===== config.mk =====
export PLATFORM = sky130hd
export DESIGN_NAME = dma_channel_scheduler
export DESIGN_NICKNAME = d
export VERILOG_FILES = /design/src/rtl/dma_pkg.sv /design/src/rtl/rr_arbiter.sv /design/src/rtl/dma_channel_scheduler.sv
export SDC_FILE = /design/constraint.sdc
export NUM_CORES = 1
export LEC_CHECK = 0
export CAP_MARGIN = 20
export CORE_AREA = 2 2 65 67
export CTS_BUF_LIST = sky130_fd_sc_hd__clkbuf_2 sky130_fd_sc_hd__clkbuf_4 sky130_fd_sc_hd__clkbuf_8
export DETAILED_ROUTE_END_ITERATION = 16
export DIE_AREA = 0 0 67 69
export PLACE_DENSITY = 0.87
export SLEW_MARGIN = 20
export SYNTH_ARGS = -nofsm -noshare
export SYNTH_HDL_FRONTEND = slang
export SYNTH_SLANG_ARGS = --single-unit

===== constraint.sdc =====
create_clock -name clk -period 4.73 [get_ports clk]
set_input_delay 0.946 -clock clk [delete_from_list [all_inputs] [get_ports clk]]
set_output_delay 0.946 -clock clk [all_outputs]
set_load 0.02 [all_outputs]

===== src/rtl/dma_pkg.sv =====
// Shared definitions for the DMA scheduler and the single-word engine:
// scheduler state encoding and default address/length widths.
package dma_pkg;

    localparam int DMA_AW = 4;
    localparam int DMA_LW = 4;

    localparam logic [1:0] ST_IDLE  = 2'd0;
    localparam logic [1:0] ST_ISSUE = 2'd1;
    localparam logic [1:0] ST_WAIT  = 2'd2;
    localparam logic [1:0] ST_CMPL  = 2'd3;

endpackage


===== src/rtl/rr_arbiter.sv =====
// Combinational round-robin arbiter: the search starts one past ptr and
// wraps, returning a one-hot grant and the winner's index.
module rr_arbiter #(
    parameter int NUM_CH = 4
) (
    input  logic [NUM_CH-1:0] req,
    input  logic [2:0]        ptr,
    output logic [NUM_CH-1:0] grant,
    output logic [2:0]        idx,
    output logic              valid
);

    logic [NUM_CH-1:0] mask_hi;
    logic [NUM_CH-1:0] req_hi;
    logic [NUM_CH-1:0] req_sel;

    // Channels above the pointer take priority; otherwise wrap to the lowest.
    for (genvar gi = 0; gi < NUM_CH; gi++) begin : g_mask
        assign mask_hi[gi] = (3'(gi) > ptr);
    end

    assign req_hi  = req & mask_hi;
    assign req_sel = (|req_hi) ? req_hi : req;
    assign valid   = |req;

    always_comb begin
        grant = '0;
        idx   = '0;
        for (int i = NUM_CH - 1; i >= 0; i--) begin
            if (req_sel[i]) begin
                grant    = '0;
                grant[i] = 1'b1;
                idx      = 3'(i);
            end
        end
    end

endmodule


===== src/rtl/dma_channel_scheduler.sv =====
// Round-robin multi-channel front end for the single-word DMA engine.
// Optional sticky completion status and interrupt built with DMA_SCHED_IRQ_EN.
module dma_channel_scheduler
    import dma_pkg::*;
#(
    parameter int NUM_CH = 4,
    parameter int AW     = DMA_AW,
    parameter int LW     = DMA_LW
) (
    input  logic                 clk,
    input  logic                 rst_n,
    input  logic [NUM_CH-1:0]    ch_req,
    input  logic [NUM_CH*AW-1:0] ch_src,
    input  logic [NUM_CH*AW-1:0] ch_dst,
    input  logic [NUM_CH*LW-1:0] ch_len,
    output logic [NUM_CH-1:0]    ch_ack,
    output logic [NUM_CH-1:0]    ch_done,
    output logic                 busy,
    output logic [2:0]           active_ch,
    output logic                 dma_start,
    output logic [AW-1:0]        dma_src,
    output logic [AW-1:0]        dma_dst,
    input  logic                 dma_done
`ifdef DMA_SCHED_IRQ_EN
    ,
    input  logic [NUM_CH-1:0]    irq_mask,
    input  logic [NUM_CH-1:0]    irq_clr,
    output logic [NUM_CH-1:0]    irq_status,
    output logic                 irq
`endif
);

    localparam int MAX_CH = 8;

    logic [1:0]        state_q, state_d;
    logic [2:0]        ptr_q, ptr_d;
    logic [2:0]        active_q, active_d;
    logic [AW-1:0]     src_q, src_d;
    logic [AW-1:0]     dst_q, dst_d;
    logic [LW-1:0]     rem_q, rem_d;
    logic [NUM_CH-1:0] ack_q, ack_d;

    logic [NUM_CH-1:0] arb_grant;
    logic [2:0]        arb_idx;
    logic              arb_valid;

    // Padded to 8 entries so the 3-bit winner index selects without truncation.
    logic [AW-1:0] src_arr [MAX_CH];
    logic [AW-1:0] dst_arr [MAX_CH];
    logic [LW-1:0] len_arr [MAX_CH];

    for (genvar gi = 0; gi < MAX_CH; gi++) begin : g_unpack
        if (gi < NUM_CH) begin : g_used
            assign src_arr[gi] = ch_src[gi*AW +: AW];
            assign dst_arr[gi] = ch_dst[gi*AW +: AW];
            assign len_arr[gi] = ch_len[gi*LW +: LW];
        end else begin : g_pad
            assign src_arr[gi] = '0;
            assign dst_arr[gi] = '0;
            assign len_arr[gi] = '0;
        end
    end

    rr_arbiter #(
        .NUM_CH(NUM_CH)
    ) u_arb (
        .req  (ch_req),
        .ptr  (ptr_q),
        .grant(arb_grant),
        .idx  (arb_idx),
        .valid(arb_valid)
    );

    always_comb begin
        state_d  = state_q;
        ptr_d    = ptr_q;
        active_d = active_q;
        src_d    = src_q;
        dst_d    = dst_q;
        rem_d    = rem_q;
        ack_d    = '0;
        case (state_q)
            ST_IDLE: begin
                if (arb_valid) begin
                    ptr_d    = arb_idx;
                    active_d = arb_idx;
                    src_d    = src_arr[arb_idx];
                    dst_d    = dst_arr[arb_idx];
                    rem_d    = len_arr[arb_idx];
                    ack_d    = arb_grant;
                    // A zero-length descriptor completes without touching the engine.
                    state_d  = (len_arr[arb_idx] == '0) ? ST_CMPL : ST_ISSUE;
                end
            end
            ST_ISSUE: state_d = ST_WAIT;
            ST_WAIT: begin
                if (dma_done) begin
                    rem_d   = rem_q - 1'b1;
                    src_d   = src_q + 1'b1;
                    dst_d   = dst_q + 1'b1;
                    state_d = (rem_q == LW'(1)) ? ST_CMPL : ST_ISSUE;
                end
            end
            ST_CMPL: state_d = ST_IDLE;
            default: state_d = ST_IDLE;
        endcase
    end

    always_ff @(posedge clk or negedge rst_n) begin
        if (!rst_n) begin
            state_q  <= ST_IDLE;
            ptr_q    <= 3'(NUM_CH - 1);
            active_q <= '0;
            src_q    <= '0;
            dst_q    <= '0;
            rem_q    <= '0;
            ack_q    <= '0;
        end else begin
            state_q  <= state_d;
            ptr_q    <= ptr_d;
            active_q <= active_d;
            src_q    <= src_d;
            dst_q    <= dst_d;
            rem_q    <= rem_d;
            ack_q    <= ack_d;
        end
    end

    for (genvar gi = 0; gi < NUM_CH; gi++) begin : g_done
        assign ch_done[gi] = (state_q == ST_CMPL) && (active_q == 3'(gi));
    end

    assign ch_ack    = ack_q;
    assign busy      = (state_q != ST_IDLE);
    assign active_ch = active_q;
    assign dma_start = (state_q == ST_ISSUE);
    assign dma_src   = src_q;
    assign dma_dst   = dst_q;

`ifdef DMA_SCHED_IRQ_EN
    logic [NUM_CH-1:0] irq_status_q, irq_status_d;
    logic              irq_q, irq_d;

    // A completion in the same cycle as a clear leaves the flag set.
    always_comb begin
        irq_status_d = (irq_status_q & ~irq_clr) | ch_done;
        irq_d        = |(irq_status_q & irq_mask);
    end

    always_ff @(posedge clk or negedge rst_n) begin
        if (!rst_n) begin
            irq_status_q <= '0;
            irq_q        <= 1'b0;
        end else begin
            irq_status_q <= irq_status_d;
            irq_q        <= irq_d;
        end
    end

    assign irq_status = irq_status_q;
    assign irq        = irq_q;
`endif

endmodule


# [After elaboration in Yosys (flattened, before gate mapping)]
# Cells that the tools add are included.
[totals] mem_bits_rw=0 elab_cells=74 register_bits=24 latchBits=0 inputBits=55 out_inout_bits=21 rom_bits=0 mem_count=0
[classes] div_mod_pow=0 n_lt_le_gt_ge=5 n_eq_ne=9 shifts=0 n_bitwise=2 n_reduce_logical=14 n_addsub=3 n_mul=0 muxes=34
[op_table] cell="two-way mux 4 bit" count=19
[op_table] cell="binary-select mux 4 bit (select 3 bit)" count=3
[op_table] cell="one-hot mux 4 bit (2 select lines)" count=3
[op_table] cell="two-way mux 2 bit" count=8
[op_table] cell="adder 4 x 1 -> 4 bit (second input constant)" count=2
[op_table] cell="one-hot mux 2 bit (4 select lines)" count=1
[op_table] cell="OR reduction 4 bit" count=2
[op_table] cell="== test 3 x 2 -> 1 bit (second input constant)" count=2
[op_table] cell="> comparator 1 x 3 -> 1 bit (first input constant)" count=2
[op_table] cell="> comparator 2 x 3 -> 1 bit (first input constant)" count=2
[op_table] cell="AND 4 bit" count=1
[op_table] cell="== test 2 bit (second input constant)" count=2
[op_table] cell="== test 4 x 1 -> 1 bit (second input constant)" count=1
[op_table] cell=">= comparator 4 bit (second input constant)" count=1
[op_table] cell="logical AND 1 bit" count=4
[op_table] cell="logical NOT 4 bit" count=1
[op_table] cell="!= test 2 bit (second input constant)" count=2
[op_table] cell="NOT 3 -> 4 bit" count=1
[op_table] cell="AND reduction 2 bit" count=2
[op_table] cell="nonzero test 2 bit" count=2
[op_table] cell="subtractor 4 x 1 -> 4 bit (second input constant)" count=1
[op_table] cell="== test 3 x 1 -> 1 bit (second input constant)" count=1
[op_table] cell="logical NOT 3 bit" count=1
[op_table] cell="AND reduction 3 bit" count=1
[op_table] cell="2 further kinds" count=2

# [Logic depth before layout (Yosys ltp)]
# Gate-level depths: netlist of run 1.
[logic_depth] ltp_word=16 depth_mapped=8 ltp_nobuf=6

# [Hierarchy]
# From an unflattened synthesis of run 1, not the netlist that was laid out.
[unflattened] cells_unflattened=162 hier_area_um2=1621.6
[modules_own_cells] module="dma_channel_scheduler" cells_each=136 seq_area_each_um2=578.1 area_per_inst_um2=1465.2 n_inst=1
[modules_own_cells] module="rr_arbiter" cells_each=26 seq_area_each_um2=0.0 area_per_inst_um2=156.4 n_inst=1

# [Worst setup path after synthesis of run 1]
# No wires, ideal clock.
[synth_timing] path_kind="input port to flip-flop" start="in ch_req[1]" end="reg state_q[1]" path_slack_ns=2.294 arrival_ns=2.315 setup_time_ns=0.120 n_path_buf=1 cell_stages=6 t_required_ns=4.610 path_cell_list="buf_6 o21ai_2 a21oi_2 a311oi_4 mux2_2 a41o_1"
[synth_between] elab_chain_len=15 elab_cells_between_ends=18 cone_classes="1 x eq/ne; 11 x mux; 2 x bitwise; 4 x reduce/logical"
[synth_lines] element="start, declared" line_no="dma_channel_scheduler.sv:12" text="input logic [NUM_CH-1:0] ch_req,"
[synth_lines] element="AND 4 bit" line_no="rr_arbiter.sv:22" text="assign req_hi = req & mask_hi;"
[synth_lines] element="OR reduction 4 bit" line_no="rr_arbiter.sv:23" text="assign req_sel = (|req_hi) ? req_hi : req;"
[synth_lines] element="two-way mux 4 bit" line_no="rr_arbiter.sv:23"
[synth_lines] element="two-way mux 2 bit (4 in a row)" line_no="rr_arbiter.sv:30" text="if (req_sel[i]) begin"
[synth_lines] element="NOT 3 -> 4 bit (not written as such)" line_no="dma_channel_scheduler.sv:92" text="state_d = (len_arr[arb_idx] == '0) ? ST_CMPL : ST_ISSUE;"
[synth_lines] element="binary-select mux 4 bit (select 3 bit)" line_no="dma_channel_scheduler.sv:92"
[synth_lines] element="two-way mux 4 bit (not written as such) (2 in a row)" line_no="dma_channel_scheduler.sv:92"
[synth_lines] element="logical NOT 4 bit" line_no="dma_channel_scheduler.sv:92"
[synth_lines] element="two-way mux 2 bit" line_no="dma_channel_scheduler.sv:92"
[synth_lines] element="two-way mux 2 bit" line_no="dma_channel_scheduler.sv:84" text="if (arb_valid) begin"
[synth_lines] element="one-hot mux 2 bit (4 select lines)" line_no="dma_channel_scheduler.sv:82" text="case (state_q)"
[synth_lines] element="end signal, assigned" line_no="dma_channel_scheduler.sv:119" text="state_q <= state_d;"
[synth_lines] element="end, declared" line_no="dma_channel_scheduler.sv:35" text="logic [1:0] state_q, state_d;"
# Parallel ways exist; a longest one is shown, timed or not. The select of a mux whose other input is x is not followed.
# A chain may end at the register's enable or synchronous reset.

# [Final worst setup path of run 1]
[layout_timing] start="in ch_req[3]" end="reg state_q[1]"
# Same word-level chain as after synthesis.

==> results of run 1 <==
## synth_stat cells, types with 2 or more instances
cell type and count:
mux2i_1 29, dfrtp_1 20, nor2_1 20, nand2_1 12
a21oi_1 8, buf_6 7, a221o_1 6, inv_1 6
nand3_1 6, o21ai_0 6, a21boi_0 5, nor3_1 5
ha_1 4, a211oi_1 3, a21oi_2 3, mux2_2 3
o21ai_1 3, and3_1 2, buf_4 2, dfstp_2 2
nand2b_1 2, nor2b_1 2, o21a_1 2, o221ai_1 2
o31ai_1 2, or3_1 2
## worst max-delay path, stage by stage
cell	delay (ns)
clkdlybuf4s50_1	0.74
nand2_1	0.21
a311oi_4	0.86
mux2_1	0.40
o2bb2ai_1	0.16
a41o_1	0.18
## flip-flops by register name (all words and copies together) (netlist names)
signal and cells:
ch_ack 4, ptr_q 2, state_q 2, rem_q 4, dma_src 4, dma_dst 4
active_ch 2
## area by class of cell
class | instances | share of cell area (%)
Clock buffer | 4 | 1.91
Tap cell | 50 | 2.45
Timing Repair Buffer | 74 | 29.0
Multi-Input combinational cell | 147 | 44.0
Sequential cell | 22 | 21.6
Inverter | 7 | 1.03
## metal layers
| metal | up-vias | GRT usage [%] | routed length [µm] |
|---|---|---|---|
| met4 | 0 | 9.52 | 115 |
| met1 | 767 | 30.9 | 2020 |
| met3 | 12 | 1.47 | 172 |
| li1 | 825 | - | - |
| met2 | 59 | 34.0 | 2320 |
| met5 | - | 0 | 0 |
## logic make-up (layout without fill, tap and decap cells)
logic type / after synthesis / in the layout / share of synthesized area [%]
other: 1 / 1 / 0.208
AOI/OAI and AO/OA: 53 / 53 / 24.6
muxes: 34 / 34 / 19.8
and+or+nand+nor: 55 / 55 / 15.0
buffers and inverters: 17 / 85 / 6.93
DFF: 22 / 22 / 30.7
adders and majority gates: 4 / 4 / 2.77
## power by group
part	internal, W	leakage, nW	switching [W]
combinational	0.000458	0.788	0.000505
sequential	0.000286	0.265	0.000111
clock	0.0000658	0.0262	0.0000570
total	0.000810	1.08	0.000672
## through the flow
stage	power, W	setup WS, ns	instances	instance area [µm²]
2_1_floorplan	0.00108	2.29	186	1800
3_3_place_gp	0.00132	1.24	300	2510
3_5_place_dp	0.00135	1.16	300	2510
4_1_cts	0.00148	1.43	304	2560
5_1_grt	0.00159	1.30	304	2560
6_report	0.00148	1.43	304	2560
## worst min-delay path by stage
stage                                to  cells after the start
3_3_place_gp       rem_q[3]$_DFFE_PN0P_                      2
5_1_grt          dma_src[1]$_DFFE_PN0P_                      1
4_1_cts          dma_src[1]$_DFFE_PN0P_                      1
2_1_floorplan      rem_q[3]$_DFFE_PN0P_                      2
6_report       active_ch[1]$_DFFE_PN0P_                      2
3_5_place_dp     dma_src[1]$_DFFE_PN0P_                      1
==> flow_summary.json, run 1 <==
{
  "drt_iter0_drc": 58,
  "multi_input_area_um2": 1130,
  "path_class": "primary input to flip-flop",
  "die_w_um": 67,
  "fillers": 323,
  "period_minus_slack_ns": 3.30,
  "cap_viol_max_count": 0,
  "dieArea_um2": 4620,
  "cp-endpoint": "state_q[1]$_DFFE_PN0P_",
  "grt_max_degree": 25,
  "drt-total-wl_um": 4620,
  "final_common_cell": "clkdlybuf4s50_1",
  "initial_core_util_pct": 46.1,
  "rsz0062_at_grt": "no",
  "antenna_found_initial": 0,
  "cp.arrival_ns": 3.50,
  "final_hold_viol_count": 0,
  "wl_per_cell_um": 15.2,
  "routed_via_density": 5.47,
  "hpwlAfterDp_um": 3720,
  "portBuffers": 74,
  "synth_cell_types": 48,
  "avgSynthCellArea_um2": 9.70,
  "synth_top_area_share_pct": 27.7,
  "hold_class": "flip-flop to flip-flop",
  "dieHeight_um": 69,
  "status": "complete, no violations",
  "nets": 314,
  "synth.top_cells.by_area": "dfrtp_1 28%, mux2i_1 16%, buf_6 4.4%",
  "post-route-util_pct": 65.3,
  "grt_pass1_vias": 1674,
  "register_area_um2": 553,
  "gp_congestion": 0.813,
  "fin_skew_ns": 0.00747,
  "drive_gt1_share_pct": 9.45,
  "r2r-end": "state_q[1]$_DFFE_PN0P_",
  "powerDensity_nw_per_um2": 580,
  "cts_buffers": 3,
  "dr.pass1.iters": 4,
  "worstHoldStart": "active_ch[1]$_DFFE_PN0P_",
  "grt_usage_pct": 21.9,
  "cts_setup_buffers": 0,
  "leakage_nw": 1.08,
  "gr-total-overflow": 0,
  "synth_edf_count": 0,
  "ctsHoldBuffers": 0,
  "fin_crit_sh_pct": 69.8,
  "end_kind": "flip-flop",
  "worstMarginPinSlew_ns": 0.938,
  "r2r-start": "ptr_q[1]$_DFFE_PN1P_",
  "holdWs_ns": 0.571,
  "grt_pass1_wl_um": 7960,
  "synth_cells": 186,
  "cts_sinks": 22,
  "maxSlewViolCount": 0,
  "ir_drop_uv": 258,
  "start_kind": "primary input",
  "ys_seq_elements": 22,
  "ys.flop_type": "dfrtp_1",
  "finalSetupTns_ns": 0,
  "fmax_ghz": 0.303,
  "ys_seq_area_share_pct": 30.7,
  "h-tree-depth": 1,
  "ant_nets": 0,
  "synth_area_um2": 1800,
  "syn-num-nets": 245,
  "final_cell_mix": "74 x clkdlybuf4s50_1, 29 x mux2i_1, 20 x nor2_1, 20 x dfrtp_1, 12 x nand2_1",
  "crit_required_ns": 4.93,
  "synth_warnings": 0,
  "r2r_slack_ns": 2.29,
  "yosysTopAreaCell": "dfrtp_1",
  "ios": 76,
  "via_count": 1663,
  "finalSetupViolCount": 0,
  "clk_pin_slew_worst_paths_ns": 0.07,
  "clk_path_buf_depth": 2,
  "core_um2": 3910,
  "slew_headroom_pct": 37.3,
  "cp_max_fo": 17,
  "crit_path_start": "ch_req[3]",
  "post_cts_resized": 0,
  "drc": 0,
  "synth-async-reset-ratio_pct": 100,
  "reg2reg_depth": 5,
  "antennaDiodeCount": 0,
  "cts-root-buf": "clkbuf_8",
  "rows": 23,
  "area_growth_pct": 41.7,
  "cts_tree": "done",
  "insertion_delay_ns": 0.26
}
(Power assumes the default switching activity.)
==> run 2, diff against run 1 <==
CORE_AREA = 2 2 68 70   (was 2 2 65 67)
DIE_AREA = 0 0 70 72   (was 0 0 67 69)
PLACE_DENSITY = 0.8   (was 0.87)
clock period = 3.36 ns   (was 4.73 ns; I/O delays follow)
==> flow_summary.json, run 2 (same netlist as run 1, synthesis figures left out) <==
{
  "cts-root-buf": "clkbuf_8",
  "pre_cts_ws_ns": 0.345,
  "period_minus_slack_ns": 2.73,
  "final_common_cell": "clkdlybuf4s50_1",
  "worstHoldStart": "active_ch[1]$_DFFE_PN0P_",
  "power_w": 0.00208,
  "wl_per_cell_um": 14.5,
  "antenna_found_initial": 0,
  "drive_gt1_share_pct": 10.2,
  "cts_sinks": 22,
  "maxSlewViolCount": 0,
  "ir_drop_uv": 417,
  "hold_class": "flip-flop to flip-flop",
  "fin_crit_sh_pct": 81.2,
  "crit_required_ns": 3.51,
  "grt_pass1_vias": 1560,
  "final_hold_viol_count": 0,
  "nets": 316,
  "initial_core_util_pct": 42.3,
  "drt_iter0_drc": 98,
  "clk_path_buf_depth": 2,
  "drt-total-wl_um": 4470,
  "leakage_nw": 1.09,
  "end_kind": "flip-flop",
  "cts_setup_buffers": 0,
  "fmax_ghz": 0.366,
  "postLayoutCellArea_um2": 2570,
  "antennaDiodeCount": 0,
  "clk_pin_slew_worst_paths_ns": 0.07,
  "final_cell_mix": "74 x clkdlybuf4s50_1, 29 x mux2i_1, 20 x nor2_1, 20 x dfrtp_1, 12 x nand2_1",
  "r2r-start": "ptr_q[1]$_DFFE_PN1P_",
  "ant_nets": 0,
  "worstMarginPinSlew_ns": 0.940,
  "p_seq_share_pct": 26.6,
  "comb_power_share_pct": 65.0,
  "ctsHoldBuffers": 0,
  "crit_path_start": "ch_req[1]",
  "finalSetupViolCount": 0,
  "h-tree-depth": 1,
  "cts_buffers": 3,
  "area_growth_pct": 42.7,
  "dieArea_um2": 5040,
  "post_cts_resized": 0,
  "die_w_um": 70,
  "power_frac_clock_pct": 8.5,
  "hpwlAfterDp_um": 3610,
  "gp_congestion": 0.792,
  "grt_pass1_wl_um": 7490,
  "status": "complete, no violations",
  "core_um2": 4260,
  "insertion_delay_ns": 0.27,
  "finalSetupTns_ns": 0,
  "cap_viol_max_count": 0,
  "cp_max_fo": 12,
  "path_class": "primary input to flip-flop",
  "cts_tree": "done",
  "rows": 24,
  "grt_usage_pct": 18.3,
  "swShare_pct": 44.9,
  "start_kind": "primary input",
  "ios": 76,
  "p_int_w": 0.00115,
  "drc": 0,
  "via_count": 1664,
  "slew_headroom_pct": 37.2,
  "rsz0062_at_grt": "no",
  "dpl-instance-area_um2": 2530,
  "grt_max_degree": 25,
  "gr-total-overflow": 0,
  "portBuffers": 74,
  "powerDensity_nw_per_um2": 806,
  "switchingPower_w": 0.000931,
  "dr.pass1.iters": 4,
  "cp.arrival_ns": 2.88,
  "fin_ws_ns": 0.631,
  "fin_skew_ns": 0.00874,
  "routed_via_density": 5.40,
  "dieHeight_um": 72
}
==> run 2: changes by cell type in the layout (fill, tap and decap cells not counted), sizes merged <==
cell	change
buf	+2
==> run 2: per-stage QoR <==
stage	utilization, %	std cells	hold WS (ns)
detailed placement	59.2	304	0.532
CTS	60.4	308	0.551
global route	60.4	308	0.603
floorplan	-	186	0.376
global placement	59.2	304	0.542
finish	60.4	308	0.556
==> run 2: final timing paths <==
path | to | slack, ns | depth (start not counted)
max | state_q[1]$_DFFE_PN0P_ | 0.63 | 6
min | active_ch[1]$_DFFE_PN0P_ | 0.56 | 2
max reg2reg | state_q[1]$_DFFE_PN0P_ | 1.06 | 6
min reg2reg | active_ch[1]$_DFFE_PN0P_ | 0.56 | 2
max in group asynchronous | state_q[1]$_DFFE_PN0P_ | 1.86 | 1
min in group asynchronous | rem_q[0]$_DFFE_PN0P_ | 0.93 | 1
==> run 2: worst max-delay path: stages <==
cell and delay (ns):
clkdlybuf4s50_1 0.61, o21ai_2 0.23, a21oi_2 0.08, a311oi_4 0.59, mux2_2 0.44, a41o_1 0.25
==> run 2: layout make-up <==
type                       instances  area, µm²
inverter                           7       26.3
sequential                        22        553
clock buffer                       4       48.8
tap                               52       65.1
timing repair buffer              76        756
fill                             387       1690
multi-input combinational        147       1130
==> run 2: power groups by stage <==
stage               logic, W  registers [W]  clock network [W]
floorplan           0.000920       0.000602                  0
global placement     0.00132       0.000553                  0
detailed placement   0.00134       0.000556                  0
CTS                  0.00135       0.000551           0.000180
global route         0.00147       0.000579           0.000186
finish               0.00135       0.000551           0.000176
==> run 2: routing by layer <==
metal | vias up | GRT usage [%] | wire length, µm
met1 | 769 | 26.0 | 2090
met5 | - | 0 | 0
met3 | 7 | 1.94 | 200
met4 | 0 | 7.05 | 81
li1 | 829 | - | -
met2 | 59 | 29.0 | 2100
